## src/rtl/scen_cfg_sequencer.sv

```systemverilog
`default_nettype none
// ============================================================================
// Module   : scen_cfg_sequencer
// Brief    : Replays a small (delay, object-id) scenario table onto the
//            boot-up / table-parse / global-scenario handshake of a controller.
// Revision : 1.0
// ============================================================================
module scen_cfg_sequencer #(
    parameter int N_OBJ        = 4,
    parameter int DELAY_LENGTH = 14,
    parameter int OBJ_ID_WIDTH = 2,
    parameter int BOOT_TAIL    = 4,
    parameter int PARSE_WAIT   = 7,
    parameter int LOCAL_CYCLES = 32,
    parameter int EMIT_GAP     = 5,
    parameter int TBL_GAP      = 4,
    parameter int ADDR_W       = (N_OBJ > 1) ? $clog2(N_OBJ) : 1,
    parameter int NUM_W        = $clog2(N_OBJ + 1)
) (
    input  logic                    CLK,
    input  logic                    reset,
    input  logic                    cfg_we,
    input  logic [ADDR_W-1:0]       cfg_addr,
    input  logic [DELAY_LENGTH-1:0] cfg_delay,
    input  logic [OBJ_ID_WIDTH-1:0] cfg_obj_id,
    input  logic [NUM_W-1:0]        num_entries,
    input  logic                    cmd_boot,
    input  logic                    cmd_update,
    output logic                    boot_up,
    output logic                    table_parse,
    output logic                    boot_up_local,
    output logic                    boot_up_table_update,
    output logic                    input_valid,
    output logic                    glob_scen_noc_input_valid,
    output logic [DELAY_LENGTH-1:0] delay_matrix_element,
    output logic [OBJ_ID_WIDTH-1:0] obj_id_element,
    output logic                    start,
    output logic                    busy,
    output logic                    done
);

    localparam int c_CNT_MAX = BOOT_TAIL + PARSE_WAIT + LOCAL_CYCLES + EMIT_GAP
                             + TBL_GAP + 2 * N_OBJ;
    localparam int c_CNT_W   = $clog2(c_CNT_MAX + 1);

    typedef enum logic [3:0] {
        S_IDLE    = 4'd0,
        S_B_EMIT  = 4'd1,
        S_B_TAIL  = 4'd2,
        S_P_WAIT  = 4'd3,
        S_LOCAL   = 4'd4,
        S_G_GAP   = 4'd5,
        S_G_EMIT  = 4'd6,
        S_T_GAP   = 4'd7,
        S_T_PULSE = 4'd8,
        S_U_START = 4'd9
    } state_t;

    // Scenario table
    logic [DELAY_LENGTH-1:0] r_tbl_delay [N_OBJ];
    logic [OBJ_ID_WIDTH-1:0] r_tbl_obj   [N_OBJ];

    // Sequencer state
    state_t             r_state;
    state_t             w_state_nxt;
    logic [c_CNT_W-1:0] r_cnt;
    logic [c_CNT_W-1:0] w_cnt_nxt;
    logic [NUM_W-1:0]   r_n;
    logic [NUM_W-1:0]   w_n_nxt;
    logic               r_is_boot;
    logic               w_is_boot_nxt;

    // Registered outputs and their next values
    logic                    r_boot_up,      w_boot_up_nxt;
    logic                    r_table_parse,  w_table_parse_nxt;
    logic                    r_local,        w_local_nxt;
    logic                    r_tbl_upd,      w_tbl_upd_nxt;
    logic                    r_in_vld,       w_in_vld_nxt;
    logic                    r_glob_vld,     w_glob_vld_nxt;
    logic [DELAY_LENGTH-1:0] r_delay,        w_delay_nxt;
    logic [OBJ_ID_WIDTH-1:0] r_obj,          w_obj_nxt;
    logic                    r_start,        w_start_nxt;
    logic                    r_busy,         w_busy_nxt;
    logic                    r_done,         w_done_nxt;

    logic [NUM_W-1:0]   w_n_clamp;
    logic [c_CNT_W-1:0] w_emit_last;
    logic [ADDR_W-1:0]  w_idx;
    logic               w_wr_ok;

    assign w_n_clamp   = (num_entries > NUM_W'(N_OBJ)) ? NUM_W'(N_OBJ) : num_entries;
    // Each entry occupies a valid cycle and a gap cycle: entry k sits at count 2k
    assign w_emit_last = c_CNT_W'({r_n, 1'b0}) - c_CNT_W'(1);
    assign w_idx       = r_cnt[ADDR_W:1];
    assign w_wr_ok     = cfg_we && !r_busy && (int'(cfg_addr) < N_OBJ);

    always_ff @(posedge CLK or posedge reset) begin
        if (reset) begin
            for (int i = 0; i < N_OBJ; i++) begin
                r_tbl_delay[i] <= '0;
                r_tbl_obj[i]   <= '0;
            end
        end else if (w_wr_ok) begin
            r_tbl_delay[cfg_addr] <= cfg_delay;
            r_tbl_obj[cfg_addr]   <= cfg_obj_id;
        end
    end

    always_ff @(posedge CLK or posedge reset) begin
        if (reset) begin
            r_state       <= S_IDLE;
            r_cnt         <= '0;
            r_n           <= '0;
            r_is_boot     <= 1'b0;
            r_boot_up     <= 1'b0;
            r_table_parse <= 1'b0;
            r_local       <= 1'b0;
            r_tbl_upd     <= 1'b0;
            r_in_vld      <= 1'b0;
            r_glob_vld    <= 1'b0;
            r_delay       <= '0;
            r_obj         <= '0;
            r_start       <= 1'b0;
            r_busy        <= 1'b0;
            r_done        <= 1'b0;
        end else begin
            r_state       <= w_state_nxt;
            r_cnt         <= w_cnt_nxt;
            r_n           <= w_n_nxt;
            r_is_boot     <= w_is_boot_nxt;
            r_boot_up     <= w_boot_up_nxt;
            r_table_parse <= w_table_parse_nxt;
            r_local       <= w_local_nxt;
            r_tbl_upd     <= w_tbl_upd_nxt;
            r_in_vld      <= w_in_vld_nxt;
            r_glob_vld    <= w_glob_vld_nxt;
            r_delay       <= w_delay_nxt;
            r_obj         <= w_obj_nxt;
            r_start       <= w_start_nxt;
            r_busy        <= w_busy_nxt;
            r_done        <= w_done_nxt;
        end
    end

    always_comb begin
        w_state_nxt       = r_state;
        w_cnt_nxt         = r_cnt + c_CNT_W'(1);
        w_n_nxt           = r_n;
        w_is_boot_nxt     = r_is_boot;
        w_boot_up_nxt     = r_boot_up;
        w_table_parse_nxt = r_table_parse;
        w_local_nxt       = r_local;
        w_tbl_upd_nxt     = 1'b0;
        w_in_vld_nxt      = 1'b0;
        w_glob_vld_nxt    = 1'b0;
        w_delay_nxt       = r_delay;
        w_obj_nxt         = r_obj;
        w_start_nxt       = 1'b0;
        w_busy_nxt        = r_busy;
        w_done_nxt        = 1'b0;

        case (r_state)
            S_IDLE: begin
                w_cnt_nxt = '0;
                if (cmd_boot) begin
                    w_n_nxt       = w_n_clamp;
                    w_is_boot_nxt = 1'b1;
                    w_boot_up_nxt = 1'b1;
                    w_busy_nxt    = 1'b1;
                    w_state_nxt   = (w_n_clamp != '0) ? S_B_EMIT : S_B_TAIL;
                end else if (cmd_update) begin
                    w_n_nxt       = w_n_clamp;
                    w_is_boot_nxt = 1'b0;
                    w_start_nxt   = 1'b1;
                    w_busy_nxt    = 1'b1;
                    w_state_nxt   = S_U_START;
                end
            end

            S_B_EMIT: begin
                if (!r_cnt[0]) begin
                    w_in_vld_nxt = 1'b1;
                    w_delay_nxt  = r_tbl_delay[w_idx];
                    w_obj_nxt    = r_tbl_obj[w_idx];
                end
                if (r_cnt == w_emit_last) begin
                    w_cnt_nxt   = '0;
                    w_state_nxt = S_B_TAIL;
                end
            end

            S_B_TAIL: begin
                if (r_cnt == c_CNT_W'(BOOT_TAIL)) begin
                    w_boot_up_nxt = 1'b0;
                    w_cnt_nxt     = '0;
                    w_state_nxt   = S_P_WAIT;
                end
            end

            S_P_WAIT: begin
                if (r_cnt == c_CNT_W'(PARSE_WAIT - 1)) begin
                    w_table_parse_nxt = 1'b1;
                    w_local_nxt       = 1'b1;
                    w_cnt_nxt         = '0;
                    w_state_nxt       = S_LOCAL;
                end
            end

            S_LOCAL: begin
                if (r_cnt == c_CNT_W'(LOCAL_CYCLES - 1)) begin
                    w_local_nxt = 1'b0;
                    w_cnt_nxt   = '0;
                    w_state_nxt = S_G_GAP;
                end
            end

            // The first global entry lands EMIT_GAP edges after the triggering edge
            S_G_GAP, S_U_START: begin
                if (r_cnt == c_CNT_W'(EMIT_GAP - 2)) begin
                    w_cnt_nxt = '0;
                    if (r_n != '0)
                        w_state_nxt = S_G_EMIT;
                    else
                        w_state_nxt = r_is_boot ? S_T_GAP : S_T_PULSE;
                end
            end

            S_G_EMIT: begin
                if (!r_cnt[0]) begin
                    w_glob_vld_nxt = 1'b1;
                    w_delay_nxt    = r_tbl_delay[w_idx];
                    w_obj_nxt      = r_tbl_obj[w_idx];
                end
                if (r_cnt == w_emit_last) begin
                    w_cnt_nxt   = '0;
                    w_state_nxt = r_is_boot ? S_T_GAP : S_T_PULSE;
                end
            end

            S_T_GAP: begin
                if (r_cnt == c_CNT_W'(TBL_GAP)) begin
                    w_tbl_upd_nxt = 1'b1;
                    w_cnt_nxt     = '0;
                    w_state_nxt   = S_T_PULSE;
                end
            end

            // Final step of both sequences; the table-update pulse (boot only) is high here
            S_T_PULSE: begin
                w_done_nxt  = 1'b1;
                w_busy_nxt  = 1'b0;
                w_cnt_nxt   = '0;
                w_state_nxt = S_IDLE;
            end

            default: begin
                w_cnt_nxt   = '0;
                w_state_nxt = S_IDLE;
            end
        endcase
    end

    assign boot_up                   = r_boot_up;
    assign table_parse               = r_table_parse;
    assign boot_up_local             = r_local;
    assign boot_up_table_update      = r_tbl_upd;
    assign input_valid               = r_in_vld;
    assign glob_scen_noc_input_valid = r_glob_vld;
    assign delay_matrix_element      = r_delay;
    assign obj_id_element            = r_obj;
    assign start                     = r_start;
    assign busy                      = r_busy;
    assign done                      = r_done;

endmodule
`default_nettype wire

```

## config.mk

```make
export PLATFORM = sky130hd
export DESIGN_NAME = scen_cfg_sequencer
export DESIGN_NICKNAME = d
export VERILOG_FILES = /design/src/rtl/scen_cfg_sequencer.sv
export SDC_FILE = /design/constraint.sdc
export NUM_CORES = 1
export LEC_CHECK = 0
export CAP_MARGIN = 5
export CORE_AREA = 4 4 98 100
export CTS_CLUSTER_SIZE = 14
export DETAILED_ROUTE_END_ITERATION = 10
export DIE_AREA = 0 0 102 104
export GPL_TIMING_DRIVEN = 0
export HOLD_SLACK_MARGIN = 0.1
export PLACE_DENSITY_LB_ADDON = 0.3
export REMOVE_ABC_BUFFERS = 1
export SLEW_MARGIN = 25
export SYNTH_ARGS = -nofsm -noshare
export SYNTH_HDL_FRONTEND = slang
export SYNTH_SLANG_ARGS = --single-unit
```

## constraint.sdc

```tcl
create_clock -name CLK -period 4.2 [get_ports CLK]
set_clock_uncertainty 0.1 [all_clocks]
set_input_delay 0.42 -clock CLK [delete_from_list [all_inputs] [get_ports CLK]]
set_output_delay 0.42 -clock CLK [all_outputs]
set_load 0.01 [all_outputs]
```

Yosys cells after proc, flatten, opt, wreduce, memory -nomap -nowiden:

Cells that the tools add are included.

* output and inout bits: 25
* input port bits: 26
* register bits after elaboration: 103

* order comparisons: 4
* reduce and logical (&&, ||, !) cells: 20
* bitwise operators: 3
* muxes and demuxes: 54
* eq/ne operators: 23
* add/subtract/negate cells: 2

Operators with widths (count)
* $bwmux W56: 1
* $mux W4: 11
* $mux W14: 3
* $pmux W4 S8: 1
* $mux W6: 5
* $pmux W6 S5: 1
* $bmux W14 S2: 1
* $demux W14 S2: 1
* $mux W1: 17
* $eq A4 B3 Y1 const B: 4
* $ne A2 B2 Y1 const B: 8
* $eq A6 B3 Y1 const B: 2
* $mux W3: 3
* $bwmux W8: 1
* $eq A4 B2 Y1 const B: 2
* $eq A4 B4 Y1 const B: 2
* $mux W2: 4
* $reduce_and A2 Y1: 4
* $reduce_and A8 Y1: 1
* $reduce_bool A2 Y1: 4
* $add A6 B1 Y6 const B: 1
* $eq A6 B2 Y1 const B: 1
* $eq A6 B5 Y1 const B: 1
* $eq A6 B6 Y1: 1
* other kinds (17): 26

Depth between registers and ports, before layout:

Gate-level depths: netlist of the first run.

* depth in word-level cells: 6
* depth in mapped cells: 9
* gate-level depth less buffers: 9

Least setup slack after synthesis of the first run:

OpenSTA, ideal clock, no wires.

* path kind: flip-flop to flip-flop
* start: register r_n[0]
* end: register r_state[1]
* stages on the path, launching flop included: 10
* arrival: 2066 ps
* buffers on the path: 0
* slack: 1909 ps
* clock period less this slack: 2291 ps
* path through: dfrtp_1 inv_1 ha_1 ha_1 xnor2_1 nor4_2 a21oi_2 nor3b_4 nand2_4 mux2_4

* word-level cells in the longest chain between the ends: 4
* elaborated cells between the ends (all ways): 9
* classes of those cells: 1 x add/sub; 3 x eq/ne; 3 x mux; 2 x reduce/logical

RTL lines
* start: declaration: line 68 `logic [NUM_W-1:0] r_n;`
* start signal: assignment: line 129 `r_n <= w_n_nxt;`
* $sub A4 B1 Y5 / $reduce_bool A3 Y1 (equally long branches): line 93, 221
* $eq A6 B6 Y1 / $mux W4 (equally long branches): line 186, 234, 221
* $ne A2 B2 Y1 (no line) / $mux W4 (equally long branches)
* $reduce_and A8 Y1 (no line) / $pmux W4 S8 (equally long branches)
* end signal: assignment: line 127 `r_state <= w_state_nxt;`
* end: declaration: line 64 `state_t r_state;`

Parallel ways exist; a longest one is shown, timed or not. The select of a mux whose other input is x is not followed.
A chain may end at the register's enable or synchronous reset.

Final worst setup path of the first run:

* start: register r_cnt[1]
* end: register r_state[2]

* word-level cells in the longest chain between the ends: 3
* elaborated cells between the ends (all ways): 13
* classes of those cells: 12 x eq/ne; 1 x reduce/logical

RTL lines
* start: declaration: line 66 `logic [c_CNT_W-1:0] r_cnt;`
* start signal: assignment: line 128 `r_cnt <= w_cnt_nxt;`
* $eq A6 B2 Y1 (tied with other cells): line 219 `if (r_cnt == c_CNT_W'(EMIT_GAP - 2)) begin`
* $ne A2 B2 Y1 (no line)
* $reduce_and A8 Y1 (no line) *

Every way passes the cells marked *; elsewhere a longest branch is shown, timed or not.

==> out/metrics.csv, run 1 <==
stage;metric;value;unit
critical_path;crit path launch type;flip-flop;
synth;YS warnings;0;
floorplan;I/O Pins;51;
floorplan;Initial Utilization;55.4;%
power_and_ir_drop;Sw Share;33.3;%
layout;most frequent cells in the layout;dfrtp_1 (101), mux2_2 (80), clkdlybuf4s50_1 (50);
synth;post-synthesis cell area;4810;sq um
synth;Synth async-reset ratio;100;%
synth;EDFF count, synth;0;
job;max_cap viols;0;
clock_tree;worst-skew pair later-pin latency;0.36;ns
route;DRC;0;
power_and_ir_drop;Peak VDD IR;0.373;mV
layout;# diodes;0;
place;Setup WS pre-CTS;1.34;ns
timing;Rel. slew slack;50.4;%
clock_tree;# Post-CTS Setup Buffers;0;
route;wire length on met2;4.62;mm
clock_tree;Resized Gates After CTS;0;
floorplan;die width;102;um
route;WL met1;4.11;mm
synth;Post-Syn Instances;344;
global_routing;initial antenna violation count;0;
global_routing;Total GRT Usage;18.8;%
clock_tree;clk slew on worst S/H paths;0.11;ns
timing;final setup fails;0;
global_routing;vias in the first global route;3054;
min_path;worst hold path class;in2async;
layout;layout cells sized above 1;35.5;%
route;1st-iter DRT viols;137;
layout;multi-input logic area;2150;sq um
critical_path;WP data required;4.35;ns
power_and_ir_drop;LEAKAGE;2.39;nW
critical_path;peak per-stage delay on the critical path;0.82;ns
timing;fin crit share;68.1;%
route;drt total wl;9.30;mm
clock_tree;# clock sinks;103;
power_and_ir_drop;clock group share of total power;14.1;%
layout;commonest non-fill, non-tap cell in the layout;dfrtp_1;
layout;Synth-to-Final Area Change;17.7;%
run_status;outcome;finished, final reports clean;
timing;fin worst setup slack;1.34;ns
layout;NumNets Final;423;
timing;final hold viol count;0;
place;PortBufs;50;
power_and_ir_drop;Logic pwr share;40.4;%
critical_path;CP Cell Sequence;ha_1 > nand3_1 > o21a_1 > a21oi_1 > nor3b_4 > nand2_4 > mux2_4;
critical_path;Slowest cell on crit path;dfrtp_2;
clock_tree;Clock Tree Root;clkbuf_8;
synth;Post-Syn Area per Cell;14.0;sq um
timing;Least-Margin Pin Slew;0.743;ns
route;Routed Antenna Nets;0;
power_and_ir_drop;Power Density;713;nW/um^2
timing;RSZ-0062 raised after global routing;no;
timing;minimum clock period after layout;2.86;ns
layout;# fillers;671;
place;GP Congestion;0.891;
floorplan;DIE AREA;10600;sq um
route;max layer used;met4;
synth;dominant synthesized flop cell;dfrtp_1;
critical_path;WP data arrival;3.01;ns
clock_tree;CTS Buffer Depth;2;
clock_tree;H-tree depth;3;
layout;register area;2580;sq um
global_routing;total grt overflow;0;
timing;Setup TNS;0;ns
global_routing;largest net degree at the start of global routing;55;
route;via count;2952;
route;met3 wire len;436;um
critical_path;CP Class;reg2reg;
global_routing;global-route wire length before repair;15.5;mm
floorplan;Core ar.;8680;sq um
critical_path;CP Max Fanout;21;
route;vias per std cell;5.85;
place;HPWL after DPL;6.44;mm
critical_path;Crit. End Element;flip-flop;
route;WL/cell;18.4;um
power_and_ir_drop;Psw;1.34;mW
floorplan;Die Ht;104;um
synth;post-synthesis sequential area ratio;53.6;%
power_and_ir_drop;Seq pwr share;45.5;%
power_and_ir_drop;Internal Power;2.69;mW
clock_tree;Hold Buf Count CTS;0;
timing;Max Fclk;350;MHz
clock_tree;CTS buffer count;9;
timing;max-slew violations;0;
synth;Yosys cell types;56;
clock_tree;CTS tree;built;
route;drt pass-1 iters;4;
floorplan;Rows;34;
synth;FF+latch count, synth;103;
-- through the flow --
| step | utilization, % | std cells | area (sq um) | hold slack, ns | total power, mW |
|---|---|---|---|---|---|
| 2_1_floorplan | - | 325 | 4710 | 0.374 | 2.94 |
| 3_3_place_gp | 61.6 | 483 | 5350 | 0.355 | 3.40 |
| 3_5_place_dp | 63.1 | 489 | 5480 | 0.358 | 3.50 |
| 4_1_cts | 65.2 | 505 | 5650 | 0.362 | 4.07 |
| 5_1_grt | 65.2 | 505 | 5660 | 0.371 | 4.32 |
| 6_report | 65.2 | 505 | 5660 | 0.345 | 4.04 |
-- logic make-up (layout without fill, tap and decap cells) --
| logic type | after synthesis | in the layout | synth area share (%) |
|---|---|---|---|
| buf+inv | 27 | 80 | 2.58 |
| simple gates | 66 | 66 | 8.93 |
| fa+ha+maj | 5 | 5 | 1.30 |
| flops | 103 | 103 | 53.6 |
| xor+xnor | 8 | 8 | 1.46 |
| mux | 100 | 100 | 27.4 |
| compound gates | 35 | 35 | 4.76 |
-- cell usage after synthesis, types with 2 or more instances --
cell        n  area share, %
a31oi_1     3           0.39
xnor2_1     6            1.1
xor2_1      2           0.36
o21a_1      2           0.31
or2_2       3           0.39
mux2_4      3           0.94
a21oi_1     7           0.73
o22ai_1     2           0.26
mux4_2     16            7.5
nor4bb_1    3           0.62
clkbuf_1    8           0.62
buf_2       6           0.62
nand3_1     6           0.62
nand2_1     8           0.62
nand4b_1    3           0.55
nor2_1     12           0.94
nand3b_1    4           0.62
nor3_1      6           0.62
inv_1       7           0.55
nor2b_1     2           0.26
mux2_2     80             19
nand2b_1    5           0.65
o21ai_0     8           0.83
buf_4       4           0.62
ha_1        5            1.3
dfrtp_1   103             54
-- power groups by stage --
stage | clock network, mW | registers [mW] | logic (mW)
global route | 0.625 | 1.91 | 1.78
global placement | 0 | 1.82 | 1.58
detailed placement | 0 | 1.86 | 1.64
CTS | 0.589 | 1.84 | 1.65
floorplan | 0 | 1.78 | 1.17
finish | 0.569 | 1.84 | 1.63
-- worst max-delay path, delay by kind of cell, from the launching register on --
| kind | cells | cell delay (ns) |
|---|---|---|
| AND/OR/NAND/NOR | 3 | 0.70 |
| flip-flops | 1 | 0.82 |
| multiplexers | 1 | 0.30 |
| adder cells (fa/ha/maj) | 1 | 0.34 |
| AO/OA/AOI/OAI | 2 | 0.49 |
-- metal layers --
layer / vias to the layer above / GRT usage (%)
met4: 0 / 6.28
met2: 59 / 28.9
met3: 14 / 3.76
met5: - / 0
met1: 1521 / 26.7
li1: 1358 / -
-- state kept, by name, indices dropped and copies added, names as in the netlist, 2 cells and up --
name                  flops
delay_matrix_element     14
obj_id_element            2
r_cnt                     6
r_n                       3
r_state                   4
r_tbl_delay              56
r_tbl_obj                 8
-- worst paths after layout --
path / from / end / slack (ns) / cells after the start
worst max-delay path: r_cnt[1] / r_state[2] / 1.34 / 7
worst min-delay path: reset / r_tbl_delay[16] / 0.35 / 2
worst max register to register: r_cnt[1] / r_state[2] / 1.34 / 7
worst min register to register: table_parse / table_parse / 0.37 / 1
max in group asynchronous: reset / r_tbl_delay[27] / 3.04 / 3
min in group CLK: table_parse / table_parse / 0.37 / 1
-- cell type report --
| type | count | area share [%] |
|---|---|---|
| Clock buffer | 9 | 2.19 |
| Inverter | 8 | 0.619 |
| Sequential cell | 103 | 45.6 |
| Timing Repair Buffer | 56 | 10.3 |
| Clock inverter | 7 | 0.950 |
| Tap cell | 108 | 2.39 |
| Multi-Input combinational cell | 214 | 38.0 |
No activity file was read; power rests on OpenSTA's default activity.
==> run 2: changes to the inputs <==
==> constraint.sdc (replaced) <==
create_clock -name CLK -period 2.65 [get_ports CLK]
set_clock_uncertainty 0.1 [all_clocks]
set_input_delay 0.265 -clock CLK [delete_from_list [all_inputs] [get_ports CLK]]
set_output_delay 0.265 -clock CLK [all_outputs]
set_load 0.01 [all_outputs]
==> out/metrics.csv, run 2 (synthesis gave the netlist of run 1 again) <==
stage;metric;value;unit;change
power_and_ir_drop;LEAKAGE;2.39;nW;+0.24%
timing;fin crit share;96.6;%;+28 points
critical_path;WP data required;2.80;ns;-1.55 ns
clock_tree;CTS tree;built;;
floorplan;die width;102;um;unchanged
timing;minimum clock period after layout;2.56;ns;-0.301 ns
route;drt pass-1 iters;4;;unchanged
route;WL/cell;18.6;um;+0.82%
place;HPWL after DPL;6.44;mm;unchanged
clock_tree;worst-skew pair later-pin latency;0.36;ns;about the same
floorplan;DIE AREA;10600;sq um;unchanged
timing;final hold viol count;0;;unchanged
timing;Min Hold Slack;0.190;ns;-0.155 ns
route;via count;2976;;+0.81%
global_routing;Total GRT Usage;19.0;%;+0.18 points
critical_path;CP Max Fanout;12;;-43%
timing;Least-Margin Pin Slew;0.736;ns;-0.00666 ns
global_routing;total grt overflow;0;;unchanged
layout;commonest non-fill, non-tap cell in the layout;dfrtp_1;;
clock_tree;H-tree depth;3;;unchanged
layout;# fillers;671;;unchanged
layout;most frequent cells in the layout;dfrtp_1 (101), mux2_2 (80), clkdlybuf4s50_1 (50);;
timing;max-slew violations;0;;unchanged
timing;final setup fails;0;;unchanged
floorplan;Die Ht;104;um;unchanged
critical_path;WP data arrival;2.71;ns;-0.30 ns
clock_tree;CTS buffer count;9;;unchanged
power_and_ir_drop;Final Power;6.42;mW;+59%
job;max_cap viols;0;;unchanged
timing;Max Fclk;391;MHz;+12%
place;PortBufs;50;;unchanged
run_status;outcome;finished, final reports clean;;
clock_tree;# clock sinks;103;;unchanged
global_routing;vias in the first global route;3059;;+0.16%
layout;layout cells sized above 1;35.7;%;+0.16 points
floorplan;I/O Pins;51;;unchanged
layout;# diodes;0;;unchanged
timing;Rel. slew slack;50.8;%;+0.44 points
clock_tree;Hold Buf Count CTS;0;;unchanged
route;Routed Antenna Nets;0;;unchanged
clock_tree;clk slew on worst S/H paths;0.11;ns;about the same
route;DRC;0;;unchanged
floorplan;Core ar.;8680;sq um;unchanged
global_routing;initial antenna violation count;0;;unchanged
clock_tree;CTS Buffer Depth;2;;unchanged
global_routing;global-route wire length before repair;15.7;mm;+0.71%
layout;Finished Layout Cells;506;;+0.20%
layout;max reg flops;56;;unchanged
clock_tree;Clock Tree Root;clkbuf_8;;
layout;Reg with most FFs;r_tbl_delay;;
place;Inst Count DP;489;;unchanged
global_routing;largest net degree at the start of global routing;55;;unchanged
place;GP Congestion;0.891;;unchanged
critical_path;crit path launch type;flip-flop;;
route;drt total wl;9.39;mm;+1.0%
route;vias per std cell;5.88;;+0.61%
power_and_ir_drop;Power Density;1130;nW/um^2;+59%
power_and_ir_drop;Peak VDD IR;0.586;mV;+57%
critical_path;Crit. End Element;flip-flop;;
critical_path;CP Class;reg2reg;;
timing;RSZ-0062 raised after global routing;no;;
layout;NumNets Final;424;;+0.24%
floorplan;Rows;34;;unchanged
floorplan;Initial Utilization;55.4;%;unchanged
layout;post-layout util;65.4;%;+0.19 points
layout;Synth-to-Final Area Change;18.1;%;
min_path;worst hold path class;in2async;;
route;1st-iter DRT viols;131;;-4.4%
[run 2: cell types whose count changed in the layout (fill, tap and decap cells not counted)]
cell | previous run | this run
buf_6 | 4 | 5
dfrtp_2 | 2 | 0
dfrtp_4 | 0 | 2
[run 2: layout make-up]
cell class	count	area [sq um]	share of cell area (%)
timing repair buffer	57	592	10.4
clock inverter	7	53.8	0.948
sequential	103	2580	45.5
multi-input combinational	214	2150	37.9
inverter	8	35.0	0.617
tap	108	135	2.38
clock buffer	9	124	2.18
[run 2: path summary, 6_finish.rpt]
kind / startpoint / end / slack [ns] / cells past startpoint
min: reset / r_tbl_delay[16] / 0.19 / 2
min reg2reg: table_parse / table_parse / 0.37 / 1
min in group CLK: cmd_update / start / 0.37 / 3
max: r_cnt[1] / r_state[2] / 0.09 / 7
max in group asynchronous: reset / r_tbl_delay[27] / 1.64 / 3
max reg2reg: r_cnt[1] / r_state[2] / 0.09 / 7
[run 2: metal layers]
| layer | up-vias | global-route usage, % | routed length, um |
|---|---|---|---|
| li1 | 1364 | - | - |
| met1 | 1532 | 27.1 | 4140 |
| met2 | 66 | 29.1 | 4640 |
| met3 | 14 | 3.76 | 476 |
| met4 | 0 | 6.28 | 130 |
| met5 | - | 0 | 0 |
[run 2: timing repair]
item	in CTS	in global routing
cloned	0	0
buffers inserted	1	0
setup endpoints to repair	5	3
hold endpoints to repair	0	0
gates resized for setup	1	1
[run 2: critical path: stages (launching register included)]
cell	delay [ns]
dfrtp_4	0.60
ha_1	0.27
nand3_1	0.16
o21a_1	0.25
a21oi_1	0.22
nor3b_4	0.43
nand2_4	0.11
mux2_4	0.30
[run 2: where the power goes]
group | leakage (nW) | internal (mW) | switching, mW
clock | 0.0879 | 0.352 | 0.557
sequential | 1.28 | 2.31 | 0.593
combinational | 1.02 | 1.63 | 0.987
[run 2: through the flow]
step                      area [sq um]  TNS (ns)  worst slack (ns)
after floorplan                   4710    -47.23            -0.419
after global placement            5350   -259.67             -1.87
after detailed placement          5480    -0.688            -0.207
after CTS                         5670         0            0.0651
after global routing              5680         0            0.0166
final                             5680         0            0.0913
